`src/rtl/sweep_phase_accumulator.sv`:
```
// NCO phase accumulator with a linear FCW sweep engine (NUM points, programmable dwell).
// Optional +90 degree output phase_out_q is enabled by defining QUADRATURE_OUT_EN.
module sweep_phase_accumulator #(
    parameter int ACC_W = 48,
    parameter int OUT_W = 16,
    parameter int CNT_W = 16,
    parameter int DWL_W = 32
) (
    input  logic             clock,
    input  logic             rst,
    input  logic             start,
    input  logic             abort,
    input  logic [ACC_W-1:0] fcw_start,
    input  logic [ACC_W-1:0] fcw_step,
    input  logic [CNT_W-1:0] num_points,
    input  logic [DWL_W-1:0] dwell_cycles,
    input  logic [OUT_W-1:0] phase_offset,
    output logic [OUT_W-1:0] phase_out,
    output logic [ACC_W-1:0] fcw_active,
    output logic             busy,
    output logic             point_valid,
    output logic [CNT_W-1:0] point_index,
    output logic             done
`ifdef QUADRATURE_OUT_EN
    ,
    output logic [OUT_W-1:0] phase_out_q
`endif
);

    localparam logic ST_IDLE  = 1'b0;
    localparam logic ST_DWELL = 1'b1;

    function automatic logic [CNT_W-1:0] cnt_at_least_one(input logic [CNT_W-1:0] v);
        return (v == '0) ? CNT_W'(1) : v;
    endfunction

    function automatic logic [DWL_W-1:0] dwl_at_least_one(input logic [DWL_W-1:0] v);
        return (v == '0) ? DWL_W'(1) : v;
    endfunction

    function automatic logic [OUT_W-1:0] phase_wrap_add(input logic [OUT_W-1:0] a,
                                                        input logic [OUT_W-1:0] b);
        return a + b;
    endfunction

    logic             state_q, state_d;
    logic [ACC_W-1:0] acc_q, acc_d;
    logic [ACC_W-1:0] fcw_q, fcw_d;
    logic [CNT_W-1:0] idx_q, idx_d;
    logic [DWL_W-1:0] cnt_q, cnt_d;
    logic [ACC_W-1:0] step_q, step_d;
    logic [CNT_W-1:0] npts_q, npts_d;
    logic [DWL_W-1:0] dwell_q, dwell_d;

    logic last_cyc;
    logic last_pt;
    logic take_start;

    assign last_cyc   = (cnt_q == dwell_q - DWL_W'(1));
    assign last_pt    = (idx_q == npts_q - CNT_W'(1));
    assign take_start = (state_q == ST_IDLE) && start && !abort;

    // Point-complete strobes are suppressed combinationally by abort (and reset).
    assign busy        = (state_q == ST_DWELL);
    assign point_valid = busy && last_cyc && !abort && !rst;
    assign done        = point_valid && last_pt;
    assign fcw_active  = fcw_q;
    assign point_index = idx_q;
    assign phase_out   = phase_wrap_add(acc_q[ACC_W-1 -: OUT_W], phase_offset);

`ifdef QUADRATURE_OUT_EN
    localparam logic [OUT_W-1:0] QUARTER_TURN = {2'b01, {(OUT_W-2){1'b0}}};
    assign phase_out_q = phase_wrap_add(phase_out, QUARTER_TURN);
`endif

    always_comb begin
        state_d = state_q;
        acc_d   = acc_q + fcw_q;
        fcw_d   = fcw_q;
        idx_d   = idx_q;
        cnt_d   = cnt_q;
        step_d  = step_q;
        npts_d  = npts_q;
        dwell_d = dwell_q;
        case (state_q)
            ST_IDLE: begin
                if (take_start) begin
                    step_d  = fcw_step;
                    npts_d  = cnt_at_least_one(num_points);
                    dwell_d = dwl_at_least_one(dwell_cycles);
                    fcw_d   = fcw_start;
                    acc_d   = '0;
                    idx_d   = '0;
                    cnt_d   = '0;
                    state_d = ST_DWELL;
                end
            end
            ST_DWELL: begin
                if (abort) begin
                    state_d = ST_IDLE;
                end else if (last_cyc) begin
                    // Final point keeps its FCW so the tone continues in IDLE.
                    if (last_pt) begin
                        state_d = ST_IDLE;
                    end else begin
                        fcw_d = fcw_q + step_q;
                        idx_d = idx_q + CNT_W'(1);
                        cnt_d = '0;
                    end
                end else begin
                    cnt_d = cnt_q + DWL_W'(1);
                end
            end
            default: state_d = ST_IDLE;
        endcase
    end

    always_ff @(posedge clock) begin
        if (rst) begin
            state_q <= ST_IDLE;
            acc_q   <= '0;
            fcw_q   <= '0;
            idx_q   <= '0;
            cnt_q   <= '0;
        end else begin
            state_q <= state_d;
            acc_q   <= acc_d;
            fcw_q   <= fcw_d;
            idx_q   <= idx_d;
            cnt_q   <= cnt_d;
        end
    end

    // Latched sweep parameters are only consulted in DWELL, so they need no reset.
    always_ff @(posedge clock) begin
        step_q  <= step_d;
        npts_q  <= npts_d;
        dwell_q <= dwell_d;
    end

endmodule

```
`config.mk`:
```
export PLATFORM = sky130hd
export DESIGN_NAME = sweep_phase_accumulator
export DESIGN_NICKNAME = d
export VERILOG_FILES = /design/src/rtl/sweep_phase_accumulator.sv
export SDC_FILE = /design/constraint.sdc
export NUM_CORES = 1
export LEC_CHECK = 0
export BUFFER_PORTS_ARGS = -buffer_cell sky130_fd_sc_hd__buf_2
export CAP_MARGIN = 40
export CELL_PAD_IN_SITES_DETAIL_PLACEMENT = 1
export CELL_PAD_IN_SITES_GLOBAL_PLACEMENT = 2
export CORE_MARGIN = 2
export CORE_UTILIZATION = 35
export DETAILED_ROUTE_END_ITERATION = 16
export PLACE_DENSITY = 0.81
export SETUP_SLACK_MARGIN = 0.1
export SYNTH_ARGS = -nofsm -noshare
export SYNTH_HDL_FRONTEND = slang
export SYNTH_SLANG_ARGS = --single-unit
```
`constraint.sdc`:
```
create_clock -name clock -period 5 [get_ports clock]
set_input_delay 0.25 -clock clock [delete_from_list [all_inputs] [get_ports clock]]
set_output_delay 0.25 -clock clock [all_outputs]
set_load 0.02 [all_outputs]
```
==> results.cfg <==
[placement]
place_inst = 2600
placed_area_um2 = 17800
globalplace.congestion = 0.869
io_buffers = 246
place_ws_ns = 0.534
hpwl_um = 39700

[layout]
drive_gt1_share_pct = 15.5
layout.nets = 2425
nFillCells = 5364
utilization_pct = 43.9
layout_common_cells = buf_2 (246), nor2_1 (194), a21oi_1 (149)
fin_cells = 2770
mostFrequentLayoutCell = buf_2
area_delta_synth_final_pct = 23.6
design_area_um2 = 20000

[setup_path]
required_ns = 4.75
cpMaxStageDelayCell = or4_1
path_cells = or4_1, nor4_4, nand3_1, mux2i_1, a2111oi_2, and4_1, nand4_2, nor4_1, and4_1, buf_2
crit_path_start_kind = flip-flop
worstPathArrival_ns = 4.26
cp_common_cell = and4_1
critical_path_class = flip-flop to output pin
cp-end-kind = output pin
slowest_delay_ns = 0.70
critPathMaxFanout = 8

[yosys]
synth_top_area_share_pct = 18.0
synth.largest_area_cell = dfxtp_1
synth_cells = 1856
synth_flop_cell = dfxtp_1
synth_area_um2 = 16200
ys_seq_area_share_pct = 35.8
synth_edf_count = 96
ys_ff_latch = 241
syn_area_per_cell_um2 = 8.71
yosysWarnings = 0
yosysUniqueCellTypes = 78
ys_top_cells_by_area = dfxtp_1 (18%), edfxtp_1 (18%), ha_1 (8.7%)
synth_fp_nets = 2136
async_reset_ff_share_pct = 0

[route]
drt-vias-per-instance = 5.42
drt_iter0_drc = 723
route.detailed.drc = 0
wl_per_cell_um = 19.3
drtAntennaViolNets = 0
totalWireLength_um = 53400
drt-pass1-iter-count = 5
vias = 15022

[global_route]
antenna_found_initial = 5
grt_usage_pct = 22.0
grt_overflow = 0
grt_max_degree = 57
grt_pass1_wl_um = 84400
grt_pass1_vias = 15633

[timing]
worst_hold_slack_ns = 0.0341
fmax_mhz = 222
finalSetupTns_ns = 0
rsz0062_at_grt = no
layout_min_cycle_time_ns = 4.51
fin_skew_ns = 0.0228
worst_slew_pin_slew_ns = 0.825
final_max_slew_viol_count = 0
finalHoldViolations = 0
setup_ws_ns = 0.492
finalCritPeriodShare_pct = 90.2
setup_viol = 0
slew_headroom_pct = 45.0

[outcome]
status = complete, no violations

[cts]
worstSkewPairLatency_ns = 0.58
cts_tree = built
clock_tree.htree_level_count = 1
cts_buffer_depth = 3
numCtsBuffers = 30
clk_pin_slew_worst_paths_ns = 0.06
cts_root_buffer = clkbuf_16
cts.sink_count = 241
postCtsSetupRepairBufs = 0

[die]
coreArea_um2 = 45500
dieArea_um2 = 47900
die_h_um = 219
initial_core_util_pct = 35.5
io_pins = 247
chipWidth_um = 219
row_count = 78

[power_and_ir_drop]
leakage_nw = 8.44
pwr_density_cell_nw_per_um2 = 289
finalPower_mw = 5.78
ir_drop_mv = 0.281

[run]
maxCapViolCount = 0

[worst_hold_path]
hp-class = input pin to flip-flop
==> layout make-up <==
type / count / area (um2) / share of cell area [%]
Tap cell: 600 / 751 / 3.76
Clock inverter: 15 / 139 / 0.695
Clock buffer: 40 / 860 / 4.30
Antenna cell: 2 / 5.00 / 0.0250
Inverter: 41 / 154 / 0.770
Multi-Input combinational cell: 1455 / 9780 / 48.9
Timing Repair Buffer: 376 / 2510 / 12.6
Sequential cell: 241 / 5790 / 29.0
==> what timing repair did <==
action / in CTS / in global routing
endpoints found under the hold margin: 113 / 0
gates resized for setup: 0 / 0
endpoints found under the setup margin: 0 / 0
hold buffers: 113 / 0
==> flip-flops by register name (all words and copies together), names as in the netlist <==
| signal | cells |
|---|---|
| busy | 1 |
| cnt_q | 32 |
| dwell_q | 32 |
| step_q | 48 |
| point_index | 16 |
| fcw_active | 48 |
| acc_q | 48 |
| npts_q | 16 |
==> report_power, final <==
part / internal, mW / total [mW] / switching, mW
clock: 1.30 / 2.21 / 0.911
combinational: 0.542 / 1.30 / 0.758
sequential: 2.16 / 2.27 / 0.105
total: 4.01 / 5.78 / 1.77
==> worst max-delay path: cells and delay by family (launching register included) <==
kind,cells,cell delay [ns]
compound gates,1,0.33
buf+inv,1,0.17
flops,1,0.48
mux,1,0.17
simple gates,7,2.53
==> metal layers <==
layer  share of wire [%]  global-route usage, %  wire [um]  vias to the layer above
li1                    -                      -          -                     7403
met1                  46                   28.9      24500                     7278
met2                  48                   37.8      25600                      250
met3                 3.7                   3.04       1960                       83
met4                 2.4                   5.56       1280                        8
met5                0.10                  0.104         54                        -
==> logic make-up (layout without fill, tap and decap cells) <==
| logic type | count (synthesis) | in the layout | synth area share (%) |
|---|---|---|---|
| AOI/OAI and AO/OA | 496 | 496 | 19.5 |
| xor gates and xnor gates | 167 | 167 | 9.05 |
| adders and majority gates | 116 | 116 | 9.12 |
| buffers and inverters | 160 | 472 | 3.78 |
| DFF | 241 | 241 | 35.8 |
| muxes | 40 | 40 | 2.50 |
| other | 0 | 2 | 0 |
| and+or+nand+nor | 636 | 636 | 20.3 |
==> path summary, 6_finish.rpt <==
path	start	end	slack, ns	cells past startpoint
max	dwell_q[4]$_SDFFCE_PN0P_	done	0.49	10
max reg2reg	dwell_q[4]$_SDFFCE_PN0P_	fcw_active[40]$_SDFFE_PP0P_	0.56	11
min	fcw_start[18]	fcw_active[18]$_SDFFE_PP0P_	0.03	3
min reg2reg	point_index[15]$_SDFFE_PP0P_	point_index[15]$_SDFFE_PP0P_	0.54	2
==> cells in the mapped netlist (all sizes together), types with 41 or more instances <==
library cell and instances:
a21o 69, a21oi 149, nand2 98, xor2 75, nor3 44, inv 41
ha 113, nand3 55, clkbuf 105, nor2 194, dfxtp 145, xnor2 92
o21ai 110, edfxtp 96
(Power assumes the default switching activity.)
